**src/rtl/binary_round_engine.sv**
```systemverilog
// binary_round_engine: play-mode round controller for the binary game.
// Each round picks an LFSR target, runs a countdown in whole seconds, judges
// the switch value on submit or timeout, and accumulates a saturating score
// with a time bonus. Practice mode freezes the timer and never ends the game.
module binary_round_engine #(
  parameter int         TICK_DIV      = 100000000,
  parameter int         ROUND_SECONDS = 10,
  parameter int         NUM_ROUNDS    = 10,
  parameter logic [7:0] LFSR_SEED     = 8'hA5
) (
  input  logic       board_clk,
  input  logic       Reset,
  input  logic       start,
  input  logic       submit,
  input  logic       quit,
  input  logic       practice,
  input  logic [7:0] user_number,
  output logic [7:0] target_number,
  output logic [7:0] score,
  output logic [3:0] rounds_left,
  output logic [3:0] time_left,
  output logic       last_correct,
  output logic       round_done,
  output logic       game_over,
  output logic       q_Idle,
  output logic       q_Load,
  output logic       q_Wait,
  output logic       q_Judge,
  output logic       q_Over
);

  localparam logic [2:0] S_IDLE  = 3'd0;
  localparam logic [2:0] S_LOAD  = 3'd1;
  localparam logic [2:0] S_WAIT  = 3'd2;
  localparam logic [2:0] S_JUDGE = 3'd3;
  localparam logic [2:0] S_OVER  = 3'd4;

  // A divide-by-one still needs a one-bit counter that simply stays at zero.
  localparam int          TW        = (TICK_DIV > 1) ? $clog2(TICK_DIV) : 1;
  localparam logic [TW-1:0] TICK_LAST = TW'(TICK_DIV - 1);
  localparam logic [3:0]  RS_INIT   = 4'(ROUND_SECONDS);
  localparam logic [3:0]  NR_INIT   = 4'(NUM_ROUNDS);

  logic [2:0]    r_state;
  logic [7:0]    r_lfsr;
  logic [TW-1:0] r_tick_cnt;
  logic [7:0]    r_target;
  logic [7:0]    r_score;
  logic [3:0]    r_rounds_left;
  logic [3:0]    r_time_left;
  logic          r_last_correct;
  logic          r_practice;
  logic [7:0]    r_captured;
  logic          r_timeout;

  logic          w_fb;
  logic          w_tick;
  logic          w_correct;
  logic [8:0]    w_score_sum;
  logic [7:0]    w_score_sat;

  // Feedback taps for x^8+x^6+x^5+x^4+1; the shift never reaches all-zero.
  assign w_fb = r_lfsr[7] ^ r_lfsr[5] ^ r_lfsr[4] ^ r_lfsr[3];

  // One tick per wrap of the second-divider.
  assign w_tick = (r_tick_cnt == TICK_LAST);

  // A timed-out round can never be correct, whatever was on the switches.
  assign w_correct = (r_captured == r_target) && !r_timeout;

  // Score plus one plus remaining seconds fits in nine bits, then clamps.
  assign w_score_sum = {1'b0, r_score} + 9'd1 + {5'd0, r_time_left};
  assign w_score_sat = w_score_sum[8] ? 8'hFF : w_score_sum[7:0];

  // Main round state machine together with its datapath registers.
  always_ff @(posedge board_clk or posedge Reset) begin
    if (Reset) begin
      r_state        <= S_IDLE;
      r_lfsr         <= LFSR_SEED;
      r_tick_cnt     <= '0;
      r_target       <= 8'd0;
      r_score        <= 8'd0;
      r_rounds_left  <= NR_INIT;
      r_time_left    <= 4'd0;
      r_last_correct <= 1'b0;
      r_practice     <= 1'b0;
      r_captured     <= 8'd0;
      r_timeout      <= 1'b0;
    end else begin
      r_lfsr <= {r_lfsr[6:0], w_fb};
      case (r_state)
        S_IDLE: begin
          if (start) begin
            r_practice    <= practice;
            r_score       <= 8'd0;
            r_rounds_left <= NR_INIT;
            r_state       <= S_LOAD;
          end
        end
        S_LOAD: begin
          if (quit) begin
            r_time_left <= 4'd0;
            r_state     <= S_IDLE;
          end else begin
            r_target    <= r_lfsr;
            r_time_left <= RS_INIT;
            r_tick_cnt  <= '0;
            r_state     <= S_WAIT;
          end
        end
        S_WAIT: begin
          if (quit) begin
            r_time_left <= 4'd0;
            r_state     <= S_IDLE;
          end else begin
            r_tick_cnt <= w_tick ? '0 : r_tick_cnt + TW'(1);
            if (submit) begin
              // Submit wins over a coincident tick: the countdown is not charged.
              r_captured <= user_number;
              r_timeout  <= 1'b0;
              r_state    <= S_JUDGE;
            end else if (w_tick && !r_practice) begin
              if (r_time_left == 4'd1) begin
                r_time_left <= 4'd0;
                r_timeout   <= 1'b1;
                r_state     <= S_JUDGE;
              end else begin
                r_time_left <= r_time_left - 4'd1;
              end
            end
          end
        end
        S_JUDGE: begin
          if (quit) begin
            r_time_left <= 4'd0;
            r_state     <= S_IDLE;
          end else begin
            r_last_correct <= w_correct;
            if (r_practice) begin
              r_state <= S_LOAD;
            end else begin
              if (w_correct) begin
                r_score <= w_score_sat;
              end
              r_rounds_left <= r_rounds_left - 4'd1;
              r_state       <= (r_rounds_left == 4'd1) ? S_OVER : S_LOAD;
            end
          end
        end
        S_OVER: begin
          if (quit) begin
            r_time_left <= 4'd0;
            r_state     <= S_IDLE;
          end else if (start) begin
            r_practice    <= practice;
            r_score       <= 8'd0;
            r_rounds_left <= NR_INIT;
            r_state       <= S_LOAD;
          end
        end
        default: begin
          r_state <= S_IDLE;
        end
      endcase
    end
  end

  // Outputs come straight from registers or from the state decode.
  assign target_number = r_target;
  assign score         = r_score;
  assign rounds_left   = r_rounds_left;
  assign time_left     = r_time_left;
  assign last_correct  = r_last_correct;
  assign q_Idle        = (r_state == S_IDLE);
  assign q_Load        = (r_state == S_LOAD);
  assign q_Wait        = (r_state == S_WAIT);
  assign q_Judge       = (r_state == S_JUDGE);
  assign q_Over        = (r_state == S_OVER);
  assign round_done    = q_Judge;
  assign game_over     = q_Over;

endmodule

```
**config.mk**
```make
export PLATFORM = sky130hd
export DESIGN_NAME = binary_round_engine
export DESIGN_NICKNAME = d
export VERILOG_FILES = /design/src/rtl/binary_round_engine.sv
export SDC_FILE = /design/constraint.sdc
export NUM_CORES = 1
export LEC_CHECK = 0
export ABC_AREA = 1
export BUFFER_PORTS_ARGS = -buffer_cell sky130_fd_sc_hd__buf_4
export CORE_ASPECT_RATIO = 1.75
export CORE_MARGIN = 8
export CORE_UTILIZATION = 29
export CTS_CLUSTER_DIAMETER = 40
export DETAILED_ROUTE_END_ITERATION = 12
export HOLD_SLACK_MARGIN = 0.1
export PLACE_DENSITY = 0.46
export SLEW_MARGIN = 20
export SYNTH_ARGS = -nofsm -noshare
export SYNTH_HDL_FRONTEND = slang
export SYNTH_SLANG_ARGS = --single-unit
```
**constraint.sdc**
```tcl
create_clock -name board_clk -period 2.65 [get_ports board_clk]
set_input_delay 0.265 -clock board_clk [delete_from_list [all_inputs] [get_ports board_clk]]
set_output_delay 0.265 -clock board_clk [all_outputs]
set_load 0.05 [all_outputs]
```
==> impl_metrics.json, run 1 <==
{
  "yosysSeqAreaShare_pct": 43.1,
  "hold_viol": 0,
  "powerDensity_mw_per_mm2": 876,
  "cts.sink_count": 73,
  "route.vias.total": 3702,
  "fin_crit_sh_pct": 72.4,
  "synth_cell_types": 40,
  "synth_top_family_by_area": "simple AND/OR/NAND/NOR gates",
  "first_pass_iters": 4,
  "cp.required_ps": 2870,
  "use_met3_pct": 2.56,
  "placed_area_sq_mm": 0.00479,
  "rows": 58,
  "fillerInstances": 1570,
  "finalCriticalPeriod_ps": 1920,
  "cp-endpoint": "score[2]$_DFFE_PP0P_",
  "clockBufferDepth": 2,
  "synth_common_cells": "153 x nand2_1, 67 x dfrtp_1, 63 x inv_1",
  "hold_ws_ps": 135,
  "synth_ff_type": "dfrtp_1",
  "synth_edf_count": 0,
  "netlist_instances": 551,
  "groute.usage.overall_pct": 12.4,
  "reg2reg_depth": 10,
  "synth-xor-area-share_pct": 4.32,
  "cts_buffers": 9,
  "drv_cap": 0,
  "fin_cells": 787,
  "cts_setup_buffers": 0,
  "yosys.area_share.simple_pct": 32.9,
  "slew_viol_final": 0,
  "cts_resized": 0,
  "synth-compound-area-share_pct": 7.88,
  "yosys-top-cells-area": "dfrtp_1 39%, nand2_1 13%, nand3_1 5.8%",
  "ant_nets": 0,
  "design_area_sq_mm": 0.00511,
  "crit_path_start_kind": "flip-flop",
  "drc": 0,
  "fin_skew_ps": 8.77,
  "tritoncts": "done",
  "drive_gt1_share_pct": 18.5,
  "first_iter_violations": 144,
  "status": "finished, final reports clean",
  "grt_pass1_wl_mm": 18.9,
  "routed_wl_mm": 11.1,
  "ys_ff_latch": 73,
  "grt_overflow_total": 0,
  "netlist.area_leader.share_pct": 39.4,
  "clock_latency_ps": 340,
  "tns_ps": 0,
  "grt_pass1_vias": 3931,
  "busiest_layer": "met2",
  "critPathLaunch": "time_left[0]$_DFFE_PP0P_",
  "ios": 46,
  "r2r-end": "score[2]$_DFFE_PP0P_",
  "synth.area.mux_share_pct": 0.793,
  "syn-num-nets": 575,
  "coreArea_sq_mm": 0.0144,
  "use_met1_pct": 13.1,
  "cts.clk_slew.worst_paths_ps": 70,
  "rsz0062_at_grt": "false",
  "start_util_pct": 29.6,
  "seq_area_sq_mm": 0.00183,
  "ir_worst_vdd_uv": 427,
  "io_buffers": 45,
  "nets": 626,
  "die_x_um": 108,
  "via_per_inst": 4.70,
  "antenna_found_initial": 0,
  "grt_max_degree": 74,
  "p_leak_nw": 2.47,
  "area_delta_synth_final_pct": 20.1,
  "min_path_type": "input port to flip-flop",
  "async_reset_ff_share_pct": 100,
  "worst_slack_ps": 731,
  "synth_area_leader_cell": "dfrtp_1",
  "hpwl_mm": 8.36,
  "gp_congestion": 0.801,
  "synth.avg_cell_area_sq_um": 7.73,
  "htreeDepth": 3,
  "wire_per_inst_um": 14.1,
  "n_antenna_cell": 0,
  "arrival_ps": 2140,
  "yosys.cell_count.top_type": "nand2_1",
  "max_freq_mhz": 521,
  "crit_fanout": 6,
  "yosysWarnings": 0,
  "cp-end-kind": "flip-flop",
  "tightest_slew_ps": 544,
  "dp_worst_setup_slack_ps": 716,
  "path_class": "flip-flop to flip-flop",
  "slew_headroom_pct": 63.6,
  "finalSetupViolCount": 0,
  "use_met2_pct": 23.1,
  "clockRootBuffer": "clkbuf_16",
  "die-area_sq_mm": 0.0190,
  "multi_input_area_sq_mm": 0.00209,
  "synth_adder_area_share_pct": 3.11,
  "timing.rr.start": "time_left[0]$_DFFE_PP0P_",
  "r2r_slack_ps": 730,
  "chipHeight_um": 176,
  "netlist_area_sq_mm": 0.00426,
  "dp.cells": 770
}
[critical path: stages (launching register included)]
cell,delay [ps]
dfrtp_1,430
inv_1,100
ha_1,140
inv_1,60
fa_1,400
nand3_1,100
nand2_1,100
nand3_1,210
o21ai_0,130
nand2_1,80
nand2_1,50
[flip-flops by register name (all words and copies together) (netlist names)]
signal and cells:
last_correct 1, r_captured 8, r_lfsr 8, r_practice 1, r_state 3, r_tick_cnt 27, r_timeout 1, rounds_left 4
score 8, target_number 8, time_left 4
[report_power, final]
| part | internal [mW] | leakage (nW) | total (mW) | switching (mW) |
|---|---|---|---|---|
| combinational | 0.512 | 1.36 | 1.70 | 1.18 |
| clock | 0.748 | 0.149 | 1.29 | 0.538 |
| sequential | 1.32 | 0.963 | 1.50 | 0.179 |
| total | 2.58 | 2.47 | 4.48 | 1.90 |
[layout make-up]
type / count / area share, %
repair buffers: 48 / 7.34
clock buffers: 9 / 4.41
clock inverters: 7 / 1.64
well taps: 180 / 4.41
multi-input cells: 395 / 40.8
inverters: 75 / 5.53
flip-flops and latches: 73 / 35.9
[through the flow]
stage | power, mW | utilization (%)
finish | 4.48 | 35.6
global placement | 3.22 | 33.4
floorplan | 2.75 | -
CTS | 4.56 | 35.6
global route | 4.76 | 35.6
detailed placement | 3.24 | 33.4
[metal layers]
| layer | routed length (um) | vias to the layer above |
|---|---|---|
| li1 | - | 1865 |
| met1 | 4500 | 1782 |
| met2 | 6080 | 45 |
| met3 | 350 | 10 |
| met4 | 179 | 0 |
| met5 | 0 | - |
[layout by cell type, fill, tap and decap left out, types with 9 or more instances in the layout]
master and n:
buf_4 46, nor3_1 9, inv_2 11, o21ai_1 24
nor2_1 53, ha_1 9, clkbuf_16 9, nand3_1 49
o21ai_0 9, dfrtp_1 67, inv_1 62, xor2_1 13
nand2_1 153, nand4_1 14
[kinds of logic (layout without fill, tap and decap cells)]
logic type                 count (synthesis)  in the layout
and+or+nand+nor                          303            303
buffers and inverters                     83            139
DFF                                       73             73
AOI/OAI and AO/OA                         58             58
xor gates and xnor gates                  21             21
adders and majority gates                 10             10
muxes                                      3              3
[what timing repair did]
action / in CTS / in global routing
endpoints found under the setup margin: 0 / 0
hold endpoints to repair: 67 / 0
hold buffers: 1 / 0
[how the worst min path moves through the flow]
stage / start / to / slack, ps / depth (start not counted)
floorplan: r_lfsr[1]$_DFF_PP0_ / r_lfsr[2]$_DFF_PP1_ / 350 / 0
global placement: r_lfsr[6]$_DFF_PP0_ / r_lfsr[7]$_DFF_PP1_ / 370 / 0
detailed placement: r_lfsr[1]$_DFF_PP0_ / r_lfsr[2]$_DFF_PP1_ / 370 / 0
CTS: user_number[1] / r_captured[1]$_DFFE_PP0P_ / 120 / 3
global route: user_number[6] / r_captured[6]$_DFFE_PP0P_ / 140 / 3
finish: user_number[6] / r_captured[6]$_DFFE_PP0P_ / 140 / 3
(Power assumes the default switching activity.)
==> inputs of run 2 (changes only) <==
--- a/config.mk
+++ b/config.mk
@@ -5,7 +5,7 @@
 export SDC_FILE = /design/constraint.sdc
 export NUM_CORES = 1
 export LEC_CHECK = 0
-export ABC_AREA = 1
+export ABC_AREA = 0
 export BUFFER_PORTS_ARGS = -buffer_cell sky130_fd_sc_hd__buf_4
 export CORE_ASPECT_RATIO = 1.75
 export CORE_MARGIN = 8
@@ -13,7 +13,7 @@
 export CTS_CLUSTER_DIAMETER = 40
 export DETAILED_ROUTE_END_ITERATION = 12
 export HOLD_SLACK_MARGIN = 0.1
-export PLACE_DENSITY = 0.46
+export PLACE_DENSITY = 0.48
 export SLEW_MARGIN = 20
 export SYNTH_ARGS = -nofsm -noshare
 export SYNTH_HDL_FRONTEND = slang
==> constraint.sdc (replaced) <==
create_clock -name board_clk -period 1.55 [get_ports board_clk]
set_input_delay 0.155 -clock board_clk [delete_from_list [all_inputs] [get_ports board_clk]]
set_output_delay 0.155 -clock board_clk [all_outputs]
set_load 0.05 [all_outputs]
==> run 2 against run 1 <==
  * The flow now finishes with violations (setup timing)
  * Combinational power is 120% higher
  * Register-to-register slack worse by 1200 ps
  * Sequential share of layout area is 7.9 points lower
  * Design area increased by 29%
  * Final cell count shrank 2.7%
  * Global-route usage grew 2.5 points
  * Count of clock-buffer cells in the layout rose by 1
  * First-iteration DRC count is 33% lower
  * Worst hold slack worse by 4.3 ps
==> impl_metrics.json, run 2 <==
{
  "status": "finished with violations",
  "violations": "setup timing",
  "min_path_type": "input port to flip-flop",
  "tightest_slew_ps": 411,
  "reg2reg_depth": 6,
  "start_util_pct": 29.3,
  "area_delta_synth_final_pct": 68.9,
  "p_switching_mw": 2.96,
  "chipHeight_um": 169,
  "synth_ff_type": "dfrtp_1",
  "finalSetupViolCount": 67,
  "nets": 611,
  "synth_edf_count": 0,
  "yosys-top-cells-area": "dfrtp_1 43%, mux2_2 5.5%, dfstp_2 4.0%",
  "netlist_instances": 381,
  "async_reset_ff_share_pct": 100,
  "ir_worst_vdd_uv": 648,
  "synth_common_cells": "67 x dfrtp_1, 28 x nand2_1, 20 x o21ai_0",
  "synth.avg_cell_area_sq_um": 10.2,
  "netlist_area_sq_mm": 0.00390,
  "cp_num_cells": 6,
  "top_register": "r_tick_cnt",
  "routed_wl_mm": 12.9,
  "grt_max_degree": 26,
  "yosys.cell_count.top_type": "dfrtp_1",
  "cp-end-kind": "flip-flop",
  "hold_viol": 0,
  "ios": 46,
  "netlist.area_leader.share_pct": 42.9,
  "hold_ws_ps": 131,
  "path_class": "flip-flop to flip-flop",
  "p_leak_nw": 3.00,
  "hold_depth": 3,
  "cts.sink_count": 73,
  "route.vias.total": 3850,
  "drc": 0,
  "drive_gt1_share_pct": 54.7,
  "fin_util_pct": 49.5,
  "critical_path.cell_chain": "ha_2 -> nand4b_1 -> or4_4 -> o21a_4 -> a21o_1 -> a22o_1",
  "gp_congestion": 0.826,
  "fin_skew_ps": 6.86,
  "power_mw": 8.36,
  "tritoncts": "done",
  "grt_pass1_wl_mm": 20.9,
  "synth_area_leader_cell": "dfrtp_1",
  "cts.clk_slew.worst_paths_ps": 60,
  "ant_nets": 0,
  "cts_buffers": 9,
  "n_antenna_cell": 0,
  "ys_ff_latch": 73,
  "die-area_sq_mm": 0.0176,
  "synth_cell_types": 54,
  "p_int_mw": 5.40,
  "p_comb_share_pct": 43.9,
  "critPathTopFamily": "simple AND/OR/NAND/NOR gates",
  "die_x_um": 104,
  "slew_viol_final": 0,
  "fin_crit_sh_pct": 132,
  "final_common_cell": "buf_4",
  "layout_common_cells": "164 x buf_4, 56 x dfrtp_1, 25 x nand2_1, 25 x buf_6",
  "largest_reg_flops": 27,
  "tns_ps": -20550,
  "max_freq_mhz": 490,
  "powerDensity_mw_per_mm2": 1270,
  "yosysWarnings": 0,
  "clock_latency_ps": 340,
  "rows": 56,
  "arrival_ps": 2270,
  "grt_pass1_vias": 4202,
  "syn-num-nets": 405,
  "hpwl_mm": 9.30,
  "first_pass_iters": 4,
  "dp_worst_setup_slack_ps": -535,
  "crit_path_start_kind": "flip-flop",
  "yosysSeqAreaShare_pct": 47.0,
  "grt_overflow_total": 0,
  "first_iter_violations": 97,
  "io_buffers": 45,
  "htreeDepth": 3,
  "via_per_inst": 5.03,
  "groute.usage.overall_pct": 14.9,
  "coreArea_sq_mm": 0.0133,
  "path_buf_inv": 0,
  "finalCriticalPeriod_ps": 2040,
  "clockRootBuffer": "clkbuf_16",
  "switching_share_pct": 35.4,
  "worst_slack_ps": -492,
  "cpPeakStageDelay_ps": 590,
  "drv_cap": 0,
  "crit_fanout": 8,
  "wire_per_inst_um": 16.9,
  "slowest_stage": "or4_4",
  "clockBufferDepth": 2,
  "slew_headroom_pct": 72.5,
  "antenna_found_initial": 0,
  "cp.required_ps": 1780,
  "rsz0062_at_grt": "true",
  "power.share.clock_pct": 27.5,
  "seqPwrFrac_pct": 28.6
}
-- run 2: layout make-up --
cell class	instances	area [sq um]
Multi-Input combinational cell	282	2370
Clock buffer	10	239
Tap cell	174	218
Inverter	12	55.1
Sequential cell	73	1850
Fill cell	1193	6720
Clock inverter	6	90.1
Timing Repair Buffer	209	1770
-- run 2: kinds of logic after synthesis --
family,synth area share (%)
AOI/OAI and AO/OA,17.1
xor gates and xnor gates,3.81
adders and majority gates,3.40
buffers and inverters,3.88
DFF,47.0
muxes,5.48
and+or+nand+nor,19.3
-- run 2: final timing paths --
path,slack [ps],from,end
setup / recovery,-490,r_tick_cnt[0]$_DFFE_PP0P_,r_tick_cnt[18]$_DFFE_PP0P_
hold / removal,130,quit,r_state[2]$_DFFE_PP0P_
min in group asynchronous,370,Reset,time_left[0]$_DFFE_PP0P_
hold reg to reg,370,r_lfsr[1]$_DFF_PP0_,r_lfsr[2]$_DFF_PP1_
setup reg to reg,-490,r_tick_cnt[0]$_DFFE_PP0P_,r_tick_cnt[18]$_DFFE_PP0P_
max in group asynchronous,610,Reset,r_tick_cnt[14]$_DFFE_PP0P_
-- run 2: worst reg2reg max path, stage by stage (launching register included) --
cell      delay (ps)
dfrtp_1          360
ha_2             200
nand4b_1         130
or4_4            590
o21a_4           270
a21o_1           170
a22o_1           220
-- run 2: layer usage --
layer  track usage [%]  share of wire [%]  up-vias
met1              14.2                 36     1897
li1                  -                  -     1849
met3              2.47                2.7       26
met5                 0                  0        -
met4              8.55                3.9        0
met2              29.1                 58       78
-- run 2: timing repair --
item | in CTS | in global routing
gates cloned | 4 | 0
gates resized for setup | 67 | 48
hold buffers | 11 | 0
endpoints found under the hold margin | 22 | 0
pin swaps | 17 | 14
endpoints found under the setup margin | 66 | 69
setup buffers | 18 | 11
-- run 2: power by group through the flow --
stage | combinational (mW) | sequential (mW) | clock [mW]
2_1_floorplan | 1.54 | 2.62 | 0
3_3_place_gp | 2.79 | 2.41 | 0
3_5_place_dp | 2.85 | 2.41 | 0
4_1_cts | 3.40 | 2.38 | 2.38
5_1_grt | 3.91 | 2.41 | 2.45
6_report | 3.67 | 2.39 | 2.30
-- run 2: metrics by stage --
stage / area (sq um) / std cells
2_1_floorplan: 4100 / 381
3_3_place_gp: 5510 / 711
3_5_place_dp: 5510 / 711
4_1_cts: 6370 / 759
5_1_grt: 6590 / 766
6_report: 6590 / 766
==> inputs of run 3 (changes only) <==
--- a/config.mk
+++ b/config.mk
@@ -9,11 +9,11 @@
 export BUFFER_PORTS_ARGS = -buffer_cell sky130_fd_sc_hd__buf_4
 export CORE_ASPECT_RATIO = 1.75
 export CORE_MARGIN = 8
-export CORE_UTILIZATION = 29
+export CORE_UTILIZATION = 45
 export CTS_CLUSTER_DIAMETER = 40
 export DETAILED_ROUTE_END_ITERATION = 12
 export HOLD_SLACK_MARGIN = 0.1
-export PLACE_DENSITY = 0.48
+export PLACE_DENSITY = 0.68
 export SLEW_MARGIN = 20
 export SYNTH_ARGS = -nofsm -noshare
 export SYNTH_HDL_FRONTEND = slang
==> run 3 against run 2 <==
  * Final cell count shrank 7.6%
  * Fmax shrank 1.6%
  * Worst setup slack lost 34 ps
  * Power grew 3.1%
  * Sequential share of layout area is essentially flat
  * The flow still finishes with violations (setup timing)
  * Critical endpoint is now r_tick_cnt[0]$_DFFE_PP0P_
  * Global-route usage grew 7.3 points
  * Flip-flop and latch count is the same
  * Count of clock-buffer cells in the layout is the same
  * Critical path depth is the same
  * Wire length grew 20%
  * Design area is essentially flat
==> impl_metrics.json, run 3 (synthesized netlist as in run 2, its figures left out) <==
{
  "tritoncts": "done",
  "ir_worst_vdd_uv": 766,
  "layout_common_cells": "158 x buf_4, 55 x dfrtp_1, 30 x buf_6, 25 x nand2_1, 18 x nand3_1",
  "cts_buffers": 9,
  "path_class": "flip-flop to flip-flop",
  "clockRootBuffer": "clkbuf_16",
  "final_common_cell": "buf_4",
  "critPathLaunch": "r_tick_cnt[1]$_DFFE_PP0P_",
  "cts.clk_slew.worst_paths_ps": 70,
  "largest_reg_flops": 27,
  "first_iter_violations": 218,
  "drc": 0,
  "nets": 610,
  "grt_max_degree": 45,
  "power.share.clock_pct": 25.0,
  "drv_cap": 0,
  "p_switching_mw": 3.25,
  "hold_viol": 0,
  "fin_skew_ps": 17.9,
  "grt_pass1_wl_mm": 20.8,
  "slew_headroom_pct": 68.9,
  "io_buffers": 45,
  "grt_pass1_vias": 4202,
  "seqPwrFrac_pct": 28.0,
  "dp_worst_setup_slack_ps": -430,
  "fillerInstances": 506,
  "path_buf_inv": 1,
  "critical_path.cell_chain": "ha_2 -> nand4b_1 -> or4_4 -> o21a_4 -> buf_12 -> mux2_2",
  "max_freq_mhz": 482,
  "p_comb_share_pct": 47.0,
  "clockBufferDepth": 2,
  "first_pass_iters": 5,
  "fin_crit_sh_pct": 134,
  "via_per_inst": 5.90,
  "groute.usage.overall_pct": 22.1,
  "ios": 46,
  "chipHeight_um": 139,
  "crit_path_start_kind": "flip-flop",
  "route.met3.wl_um": 685,
  "rows": 45,
  "wl_met1_mm": 5.27,
  "highest_layer": "met4",
  "die_x_um": 86.4,
  "area_delta_synth_final_pct": 68.8,
  "min_path_type": "input port to flip-flop",
  "arrival_ps": 2300,
  "hold_ws_ps": 132,
  "reg2reg_depth": 6,
  "grt_overflow_total": 0,
  "wire_per_inst_um": 21.9,
  "route.vias.total": 4177,
  "r2r-end": "r_tick_cnt[0]$_DFFE_PP0P_",
  "coreArea_sq_mm": 0.00856,
  "finalCriticalPeriod_ps": 2080,
  "violations": "setup timing",
  "drive_gt1_share_pct": 56.7,
  "clock_latency_ps": 350,
  "wl_met2_mm": 8.42,
  "switching_share_pct": 37.7,
  "top_register": "r_tick_cnt",
  "multi_input_area_sq_mm": 0.00240,
  "n_antenna_cell": 0,
  "tightest_slew_ps": 465,
  "p_leak_nw": 3.00,
  "crit_fanout": 13,
  "rsz0062_at_grt": "true",
  "cts.sink_count": 73,
  "die-area_sq_mm": 0.0120,
  "slowest_stage": "or4_4",
  "status": "finished with violations",
  "cp-endpoint": "r_tick_cnt[0]$_DFFE_PP0P_",
  "htreeDepth": 3,
  "worst_slack_ps": -526,
  "cp-end-kind": "flip-flop",
  "cp.required_ps": 1770,
  "timing.rr.start": "r_tick_cnt[1]$_DFFE_PP0P_",
  "start_util_pct": 45.6,
  "ant_nets": 0,
  "antenna_found_initial": 0,
  "slew_viol_final": 0,
  "p_int_mw": 5.37,
  "finalSetupViolCount": 67,
  "cpPeakStageDelay_ps": 550,
  "r2r_slack_ps": -530,
  "routed_wl_mm": 15.5,
  "critPathTopFamily": "simple AND/OR/NAND/NOR gates",
  "hpwl_mm": 8.59,
  "gp_congestion": 0.847,
  "cp_num_cells": 6,
  "powerDensity_mw_per_mm2": 1310,
  "seq_area_sq_mm": 0.00185
}
## run 3: power by group through the flow
| stage | Sequential (mW) | Clock, mW | Combinational [mW] |
|---|---|---|---|
| 2_1_floorplan | 2.62 | 0 | 1.54 |
| 3_3_place_gp | 2.40 | 0 | 2.72 |
| 3_5_place_dp | 2.41 | 0 | 2.79 |
| 4_1_cts | 2.38 | 2.12 | 3.29 |
| 5_1_grt | 2.43 | 2.25 | 4.23 |
| 6_report | 2.41 | 2.15 | 4.05 |
## run 3: cell type report
| cell class | instances | area share [%] |
|---|---|---|
| inverter | 12 | 0.797 |
| clock inverter | 6 | 1.04 |
| sequential | 73 | 28.1 |
| multi-input combinational | 279 | 36.4 |
| clock buffer | 10 | 3.47 |
| tap | 117 | 2.22 |
| timing repair buffer | 211 | 28.0 |
## run 3: worst reg2reg max path: cells and delay by family (launching register included)
| family | cells | cell delay (ps) |
|---|---|---|
| and+or+nand+nor | 2 | 690 |
| DFF | 1 | 360 |
| AOI/OAI and AO/OA | 1 | 290 |
| muxes | 1 | 260 |
| adders and majority gates | 1 | 190 |
| buffers and inverters | 1 | 160 |
## run 3: through the flow
step | cell area (sq um) | instances | total power, mW | setup TNS [ps] | util (%)
2_1_floorplan | 4100 | 381 | 4.16 | -14830 | -
3_3_place_gp | 5390 | 645 | 5.12 | -13870 | 63.0
3_5_place_dp | 5390 | 645 | 5.20 | -15810 | 63.0
4_1_cts | 6250 | 693 | 7.80 | -14860 | 73.1
5_1_grt | 6590 | 708 | 8.91 | -24900 | 77.0
6_report | 6590 | 708 | 8.61 | -21210 | 77.0
## run 3: how the worst min path moves through the flow
| stage | start | cells past startpoint | endpoint | slack, ps |
|---|---|---|---|---|
| after floorplan | submit | 1 | r_timeout$_DFFE_PP0P_ | 240 |
| after global routing | quit | 3 | r_state[2]$_DFFE_PP0P_ | 130 |
| after global placement | Reset | 2 | score[1]$_DFFE_PP0P_ | 150 |
| final | quit | 3 | r_state[2]$_DFFE_PP0P_ | 130 |
| after CTS | quit | 3 | r_state[2]$_DFFE_PP0P_ | 120 |
| after detailed placement | Reset | 2 | score[1]$_DFFE_PP0P_ | 160 |
## run 3: what timing repair did
action,4_1_cts,5_1_grt
hold buffers,11,0
setup endpoints to repair,67,70
buffers inserted,20,19
endpoints found under the hold margin,23,0
pin swaps,22,18
gates resized for setup,70,59
cloned,1,1
## run 3: metal layers
metal | vias to the layer above | track usage (%)
met5 | - | 0
met4 | 0 | 14.0
met3 | 81 | 4.01
met2 | 181 | 40.7
met1 | 2080 | 21.7
li1 | 1835 | -
